--- config.mk ---
export PLATFORM = sky130hd
export DESIGN_NAME = jk_mod_counter
export DESIGN_NICKNAME = d
export VERILOG_FILES = /design/src/rtl/jk_pkg.sv /design/src/rtl/jk_cell.sv /design/src/rtl/jk_mod_counter.sv
export SDC_FILE = /design/constraint.sdc
export NUM_CORES = 1
export LEC_CHECK = 0
export BUFFER_PORTS_ARGS = -buffer_cell sky130_fd_sc_hd__buf_2
export CAP_MARGIN = 20
export CORE_AREA = 3 3 40 42
export DETAILED_ROUTE_END_ITERATION = 6
export DIE_AREA = 0 0 43 45
export GPL_TIMING_DRIVEN = 0
export SLEW_MARGIN = 20
export SYNTH_ARGS = -nofsm -noshare
export SYNTH_HDL_FRONTEND = slang
export SYNTH_SLANG_ARGS = --single-unit
--- constraint.sdc ---
create_clock -name clk -period 2.3 [get_ports clk]
set_clock_uncertainty 0.15 [all_clocks]
set_input_delay 0.575 -clock clk [delete_from_list [all_inputs] [get_ports clk]]
set_output_delay 0.575 -clock clk [all_outputs]
set_load 0.02 [all_outputs]
--- src/rtl/jk_pkg.sv ---
//------------------------------------------------------------------------------
// jk_pkg -- shared types, defaults and next-state/J-K mapping functions for
// the JK-cell based modulo up/down counter.
// Revision: 1.0
//------------------------------------------------------------------------------
`default_nettype none

package jk_pkg;

  localparam int c_DEFAULT_WIDTH   = 4;
  localparam int c_DEFAULT_MODULUS = 10;
  // Functions work on a fixed-width word; the counter zero-extends into it.
  localparam int c_MAX_W           = 32;

  typedef logic [c_MAX_W-1:0] jk_word_t;

  typedef enum logic [1:0] {
    JK_HOLD  = 2'd0,
    JK_LOAD  = 2'd1,
    JK_COUNT = 2'd2,
    JK_WRAP  = 2'd3
  } jk_mode_e;

  typedef struct packed {
    jk_word_t j;
    jk_word_t k;
  } jk_vec_t;

  function automatic jk_mode_e jk_mode(
    input logic     load,
    input logic     en,
    input logic     up_dn,
    input jk_word_t cur,
    input jk_word_t max_val
  );
    jk_mode_e m;
    m = JK_HOLD;
    if (load) begin
      m = JK_LOAD;
    end else if (en) begin
      if (up_dn ? (cur == max_val) : (cur == '0)) begin
        m = JK_WRAP;
      end else begin
        m = JK_COUNT;
      end
    end
    return m;
  endfunction

  function automatic jk_word_t jk_next(
    input jk_mode_e mode,
    input logic     up_dn,
    input jk_word_t cur,
    input jk_word_t d,
    input jk_word_t max_val
  );
    jk_word_t n;
    n = cur;
    case (mode)
      JK_LOAD:  n = (d > max_val) ? max_val : d;
      JK_COUNT: n = up_dn ? (cur + jk_word_t'(1)) : (cur - jk_word_t'(1));
      JK_WRAP:  n = up_dn ? '0 : max_val;
      default:  n = cur;
    endcase
    return n;
  endfunction

  // Load and wrap drive explicit set/reset pairs; counting toggles only the
  // bits that differ between the current and next value.
  function automatic jk_vec_t jk_map(
    input jk_mode_e mode,
    input jk_word_t cur,
    input jk_word_t nxt
  );
    jk_vec_t v;
    v.j = '0;
    v.k = '0;
    case (mode)
      JK_LOAD, JK_WRAP: begin
        v.j = nxt;
        v.k = ~nxt;
      end
      JK_COUNT: begin
        v.j = cur ^ nxt;
        v.k = cur ^ nxt;
      end
      default: begin
        v.j = '0;
        v.k = '0;
      end
    endcase
    return v;
  endfunction

endpackage

`default_nettype wire

--- src/rtl/jk_cell.sv ---
//------------------------------------------------------------------------------
// jk_cell -- single JK flip-flop with synchronous active-high reset.
// Revision: 1.0
//------------------------------------------------------------------------------
`default_nettype none

module jk_cell (
  input  logic clk,
  input  logic rst,
  input  logic J,
  input  logic K,
  output logic Q
);

  logic r_q;

  always_ff @(posedge clk) begin
    if (rst) begin
      r_q <= 1'b0;
    end else begin
      case ({J, K})
        2'b01:   r_q <= 1'b0;
        2'b10:   r_q <= 1'b1;
        2'b11:   r_q <= ~r_q;
        default: r_q <= r_q;
      endcase
    end
  end

  assign Q = r_q;

endmodule

`default_nettype wire

--- src/rtl/jk_mod_counter.sv ---
//------------------------------------------------------------------------------
// jk_mod_counter -- loadable modulo-N up/down counter built from JK cells,
// with combinational terminal count and a one-cycle registered wrap flag.
// Revision: 1.0
//------------------------------------------------------------------------------
`default_nettype none

module jk_mod_counter
  import jk_pkg::*;
#(
  parameter int WIDTH   = c_DEFAULT_WIDTH,
  parameter int MODULUS = c_DEFAULT_MODULUS
) (
  input  logic             clk,
  input  logic             rst,
  input  logic             en,
  input  logic             up_dn,
  input  logic             load,
  input  logic [WIDTH-1:0] d,
  output logic [WIDTH-1:0] q,
  output logic             tc,
  output logic             ovf
);

  localparam jk_word_t         c_MAX_VAL = jk_word_t'(MODULUS - 1);
  localparam logic [WIDTH-1:0] c_MAX_Q   = WIDTH'(MODULUS - 1);

  logic [WIDTH-1:0] w_q;
  logic [WIDTH-1:0] w_j;
  logic [WIDTH-1:0] w_k;
  jk_word_t         w_cur;
  jk_word_t         w_d;
  jk_word_t         w_nxt;
  jk_mode_e         w_mode;
  logic             w_wrap;
  logic             r_ovf;

  assign w_cur  = jk_word_t'(w_q);
  assign w_d    = jk_word_t'(d);
  assign w_mode = jk_mode(load, en, up_dn, w_cur, c_MAX_VAL);
  assign w_nxt  = jk_next(w_mode, up_dn, w_cur, w_d, c_MAX_VAL);
  assign w_wrap = (w_mode == JK_WRAP);

  // Packed {j,k}: the upper half carries J, the lower half K.
  assign w_j = WIDTH'(jk_map(w_mode, w_cur, w_nxt) >> c_MAX_W);
  assign w_k = WIDTH'(jk_map(w_mode, w_cur, w_nxt));

  for (genvar gi = 0; gi < WIDTH; gi++) begin : g_bit
    jk_cell u_cell (
      .clk (clk),
      .rst (rst),
      .J   (w_j[gi]),
      .K   (w_k[gi]),
      .Q   (w_q[gi])
    );
  end

  always_ff @(posedge clk) begin
    if (rst) begin
      r_ovf <= 1'b0;
    end else begin
      r_ovf <= w_wrap;
    end
  end

  assign q   = w_q;
  assign ovf = r_ovf;
  assign tc  = en & (up_dn ? (w_q == c_MAX_Q) : (w_q == '0));

endmodule

`default_nettype wire
==> impl_metrics.ini, run 1 <==
[layout]
layout_common_cells = buf_2 (14), nor2_1 (4), buf_4 (4)
design_area_um2 = 553
final_common_cell = buf_2
nNetsFinal = 81
antenna_cells = 0
area_growth_pct = 28.1
drive_above_1_share_pct = 45.6

[synthesis]
synth_nets = 62
yosysTopAreaCellShare_pct = 23.2
synth_top_area_cell = dfxtp_1
yosys-top-cells-area = dfxtp_1 (23%), ha_1 (8.7%), buf_4 (7.0%), nand3b_1 (5.2%), o41ai_1 (4.1%)
synth_cell_types = 30
postSynthCellCount = 50
netlist_area_um2 = 432
ys_warn_count = 0
ys_seq_area_share_pct = 23.2
syn_area_per_cell_um2 = 8.63
ys_seq_elements = 5

[grt]
grt_pass1_vias = 362
grt_max_degree = 8
grtUsageTotal_pct = 11.3
grt-ovfl-total = 0
antenna_found_initial = 0
grt_pass1_wl_um = 1580

[floorplan]
die_x_um = 43
die_area_um2 = 1940
fp.dieH_um = 45
start_util_pct = 33.6
fp-row-count = 13
io_pins = 15
fp.coreArea_um2 = 1280

[clocking]
clock_latency_ns = 0.25
clkTransAtPathRegs_ns = 0.05
post_cts_buffers = 0
root_buffer = clkbuf_4
numCtsBuffers = 3
cts_max_level = 1
hold_buffers = 0
clockBufferDepth = 2
cts_sinks = 5
cts_tree = built

[detailed_routing]
avgViaCountPerCell = 4.87
dr.first_iter.drc_count = 4
drc_errors = 0
firstDrtPassIters = 4
ant_nets = 0
post_drt_wl_per_cell_um = 11.3
vias = 404
routed_wl_um = 940

[sta]
fin_tns_setup_ns = 0
finalCriticalPeriod_ns = 2.20
relSlewSlack_pct = 76.0
worst_slew_pin_slew_ns = 0.356
slew_violations = 0
setup_viol = 0
hold_slack_ns = 0.422
hold_viol_final = 0
grt_setup_unrepaired = false
finalWorstSetupSlack_ns = 0.0998
fmax_mhz = 455
finalCritPeriodShare_pct = 95.7

[placement]
io_buffers = 14
gp_congestion = 0.860
placed_area_um2 = 520
place_worst_setup_slack_ns = 0.213
dp_hpwl_um = 756

[run_status]
status = finished, final reports clean

[setup_path]
slowest_stage = dfxtp_4
cp_max_fo = 7
crit_required_ns = 1.57
arrival_ns = 1.48
crit_chain = inv_1, ha_1, nor3b_1, o21ai_2, inv_2, buf_2
crit_type = reg -> out
critPathMaxStageDelay_ns = 0.38
cp-start-kind = flop
critPathCaptureType = output port

[pwr]
p_comb_share_pct = 31.6
swShare_pct = 32.3
pwr-share-clk_pct = 34.5
ir_drop_v = 0.000305
internal_power_w = 0.000203
leakage_nw = 0.256
p_switching_w = 0.0000967
seqPwrFrac_pct = 33.9
pwr_density_cell_nw_per_um2 = 542

[job]
cap_viol_max_count = 0

[hold_path]
hold_path.class = reg -> reg
==> synth_stat cells (all sizes together) <==
cell and number:
and2 1, nand3b 3, nor2 4, nand2b 1, a21oi 1, or3 1
and3 1, nor3b 1, o21ai 3, inv 3, xor2 1, ha 3
nor2b 2, a21o 1, a22o 1, buf 5, xnor2 1, a221oi 1
a22oi 2, nand4 1, nor3 2, o41ai 2, a211oi 1, and2b 1
nand2 1, dfxtp 5, o31ai 1
==> per-stage QoR <==
stage | cells | power, W | util [%]
2_1_floorplan | 50 | 0.000170 | -
3_3_place_gp | 79 | 0.000197 | 40.5
3_5_place_dp | 79 | 0.000198 | 40.5
4_1_cts | 83 | 0.000305 | 42.7
5_1_grt | 83 | 0.000325 | 43.0
6_report | 83 | 0.000300 | 43.0
==> registers in the layout (all words and copies together) (netlist names) <==
name	cells
g_bit.u_cell.Q	4
ovf	1
==> area by class of cell <==
type                            instances  area (µm²)
Tap cell                               15        18.8
Sequential cell                         5         105
Multi-Input combinational cell         37         279
Timing Repair Buffer                   14        70.1
Clock buffer                            3        22.5
Buffer                                  5        41.3
Clock inverter                          1        5.00
Fill cell                             130         732
Inverter                                3        11.3
==> per-layer routing <==
metal / global-route usage, % / up-vias / wire (µm)
li1: - / 216 / -
met1: 14.5 / 170 / 418
met2: 16.5 / 16 / 420
met3: 7.17 / 2 / 90
met4: 1.81 / 0 / 10
met5: 0 / - / 0
==> power by group through the flow <==
| stage | Combinational (W) | Clock (W) | Sequential [W] |
|---|---|---|---|
| 3_5_place_dp | 0.0000948 | 0 | 0.000103 |
| 3_3_place_gp | 0.0000944 | 0 | 0.000103 |
| 4_1_cts | 0.0000953 | 0.000108 | 0.000102 |
| 6_report | 0.0000947 | 0.000103 | 0.000102 |
| 2_1_floorplan | 0.0000684 | 0 | 0.000101 |
| 5_1_grt | 0.000105 | 0.000117 | 0.000103 |
==> cell families (layout without fill, tap and decap cells) <==
kind of cell	count (synthesis)	after routing	synth area share [%]
AOI/OAI and AO/OA	13	13	24.1
adders and majority gates	3	3	8.70
buffers and inverters	8	26	12.2
DFF	5	5	23.2
xor gates and xnor gates	2	2	4.06
and+or+nand+nor	19	19	27.8
==> worst paths after layout <==
check,cells after the start,startpoint,slack (ns),endpoint
worst max-delay path,6,g_bit[0].u_cell.Q$_SDFFE_PP0P_,0.1,tc
worst min-delay path,2,g_bit[0].u_cell.Q$_SDFFE_PP0P_,0.42,g_bit[0].u_cell.Q$_SDFFE_PP0P_
worst max register to register,7,g_bit[0].u_cell.Q$_SDFFE_PP0P_,0.33,g_bit[1].u_cell.Q$_SDFFE_PP0P_
worst min register to register,2,g_bit[0].u_cell.Q$_SDFFE_PP0P_,0.42,g_bit[0].u_cell.Q$_SDFFE_PP0P_
==> critical path, delay by kind of cell (launching register included) <==
kind | cells | cell delay [ns]
flip-flops | 1 | 0.38
buffers and inverters | 3 | 0.30
adder cells (fa/ha/maj) | 1 | 0.21
AO/OA/AOI/OAI | 1 | 0.20
AND/OR/NAND/NOR | 1 | 0.15
==> what timing repair did <==
action | CTS | global route
cloned | 0 | 0
resized for setup | 1 | 2
endpoints found under the setup margin | 1 | 1
Note: power is estimated with default switching activity, not from simulation.
==> run 2, diff against run 1 <==
--- a/config.mk
+++ b/config.mk
@@ -8,10 +8,11 @@
 export BUFFER_PORTS_ARGS = -buffer_cell sky130_fd_sc_hd__buf_2
 export CAP_MARGIN = 20
 export CORE_AREA = 3 3 40 42
+export CTS_BUF_LIST = sky130_fd_sc_hd__clkbuf_8
 export DETAILED_ROUTE_END_ITERATION = 6
 export DIE_AREA = 0 0 43 45
 export GPL_TIMING_DRIVEN = 0
-export SLEW_MARGIN = 20
+export SLEW_MARGIN = 25
 export SYNTH_ARGS = -nofsm -noshare
 export SYNTH_HDL_FRONTEND = slang
 export SYNTH_SLANG_ARGS = --single-unit
==> impl_metrics.ini, run 2 (synthesis gave the netlist of run 1 again) <==
[sta]
relSlewSlack_pct = 75.9
fmax_mhz = 454
grt_setup_unrepaired = false
hold_slack_ns = 0.421
fin_tns_setup_ns = 0
hold_viol_final = 0
slew_violations = 0
setup_viol = 0
finalCritPeriodShare_pct = 95.8
worst_slew_pin_slew_ns = 0.357
finalCriticalPeriod_ns = 2.20

[clocking]
root_buffer = clkbuf_8
cts_tree = built
clock_latency_ns = 0.22
cts_max_level = 1
cts_sinks = 5
clockBufferDepth = 2
post_cts_buffers = 0
numCtsBuffers = 3
hold_buffers = 0
clkTransAtPathRegs_ns = 0.04

[floorplan]
die_area_um2 = 1940
fp.coreArea_um2 = 1280
die_x_um = 43
start_util_pct = 33.6
fp-row-count = 13
fp.dieH_um = 45
io_pins = 15

[setup_path]
cp-start-kind = flop
critPathCaptureType = output port
crit_path_end = tc
reg2reg_depth = 7
crit_required_ns = 1.57
r2r_slack_ns = 0.30
crit_type = reg -> out
arrival_ns = 1.48
cp_max_fo = 7
worstSetupStartpoint = g_bit[0].u_cell.Q$_SDFFE_PP0P_
r2r-start = g_bit[0].u_cell.Q$_SDFFE_PP0P_
reg2reg_to = g_bit[1].u_cell.Q$_SDFFE_PP0P_

[layout]
finalNonFillerCells = 83
antenna_cells = 0
drive_above_1_share_pct = 45.6
area_growth_pct = 31.9
nNetsFinal = 81
largest_register_ffs = 4
design_area_um2 = 569
final_common_cell = buf_2
layout_common_cells = buf_2 (14), nor2_1 (4), buf_4 (4)

[detailed_routing]
vias = 401
avgViaCountPerCell = 4.83
drc_errors = 0
post_drt_wl_per_cell_um = 11.4
dr.first_iter.drc_count = 7
firstDrtPassIters = 4
ant_nets = 0
routed_wl_um = 947

[grt]
grt_pass1_wl_um = 1600
grtUsageTotal_pct = 11.4
grt_pass1_vias = 371
grt-ovfl-total = 0
antenna_found_initial = 0
grt_max_degree = 8

[placement]
gp_congestion = 0.860
io_buffers = 14
placed_cells = 79
placed_area_um2 = 520
dp_hpwl_um = 756

[hold_path]
hold_path.class = reg -> reg

[pwr]
ir_drop_v = 0.000371
pwr_density_cell_nw_per_um2 = 631
power_w = 0.000359
leakage_nw = 0.263

[job]
cap_viol_max_count = 0

[run_status]
status = finished, final reports clean
-- run 2: cell types whose count changed in the layout (fill, tap and decap cells not counted) --
cell,before,now
clkbuf_8,0,3
dfxtp_4,1,0
dfxtp_2,1,2
clkbuf_4,3,0
-- run 2: final cells by class --
type | instances | area, µm²
Buffer | 5 | 41.3
Inverter | 3 | 11.3
Fill cell | 132 | 716
Tap cell | 15 | 18.8
Multi-Input combinational cell | 37 | 279
Timing Repair Buffer | 14 | 70.1
Clock inverter | 1 | 5.00
Clock buffer | 3 | 41.3
Sequential cell | 5 | 103
-- run 2: metrics by stage --
stage                     utilization, %  setup slack, ns
final                               44.3           0.0961
after global routing                44.3           0.0110
after CTS                           44.2           0.0410
after detailed placement            40.5            0.213
after global placement              40.5            0.216
after floorplan                        -            0.395
-- run 2: worst min-delay path by stage --
| stage | start | endpoint | slack (ns) | depth (start not counted) |
|---|---|---|---|---|
| 6_report | g_bit[0].u_cell.Q$_SDFFE_PP0P_ | g_bit[0].u_cell.Q$_SDFFE_PP0P_ | 0.42 | 2 |
| 5_1_grt | g_bit[0].u_cell.Q$_SDFFE_PP0P_ | g_bit[0].u_cell.Q$_SDFFE_PP0P_ | 0.45 | 2 |
| 4_1_cts | g_bit[0].u_cell.Q$_SDFFE_PP0P_ | g_bit[0].u_cell.Q$_SDFFE_PP0P_ | 0.43 | 2 |
| 3_5_place_dp | g_bit[1].u_cell.Q$_SDFFE_PP0P_ | g_bit[1].u_cell.Q$_SDFFE_PP0P_ | 0.46 | 2 |
| 3_3_place_gp | g_bit[1].u_cell.Q$_SDFFE_PP0P_ | g_bit[1].u_cell.Q$_SDFFE_PP0P_ | 0.45 | 2 |
| 2_1_floorplan | g_bit[0].u_cell.Q$_SDFFE_PP0P_ | g_bit[0].u_cell.Q$_SDFFE_PP0P_ | 0.37 | 2 |
-- run 2: power breakdown --
group | internal [W] | leakage (nW) | switching, W | total (W)
clock network | 0.000117 | 0.0255 | 0.0000455 | 0.000162
registers | 0.0000943 | 0.0418 | 0.00000815 | 0.000102
logic | 0.0000461 | 0.196 | 0.0000485 | 0.0000946
-- run 2: critical path, cell delays in order, from the launching register on --
cell     delay (ns)
dfxtp_2        0.39
inv_1          0.09
ha_1           0.21
nor3b_1        0.15
o21ai_2        0.20
inv_2          0.07
buf_2          0.16
-- run 2: repair_timing --
item | in CTS | in global routing
resized for setup | 1 | 1
endpoints found under the setup margin | 1 | 1
pin swaps | 0 | 0
-- run 2: layer usage --
metal | up-vias | routed length (µm) | global-route usage [%]
met3 | 2 | 86 | 5.98
met4 | 0 | 10 | 3.61
met5 | - | 0 | 0
met1 | 170 | 438 | 14.5
met2 | 14 | 410 | 16.8
li1 | 215 | - | -
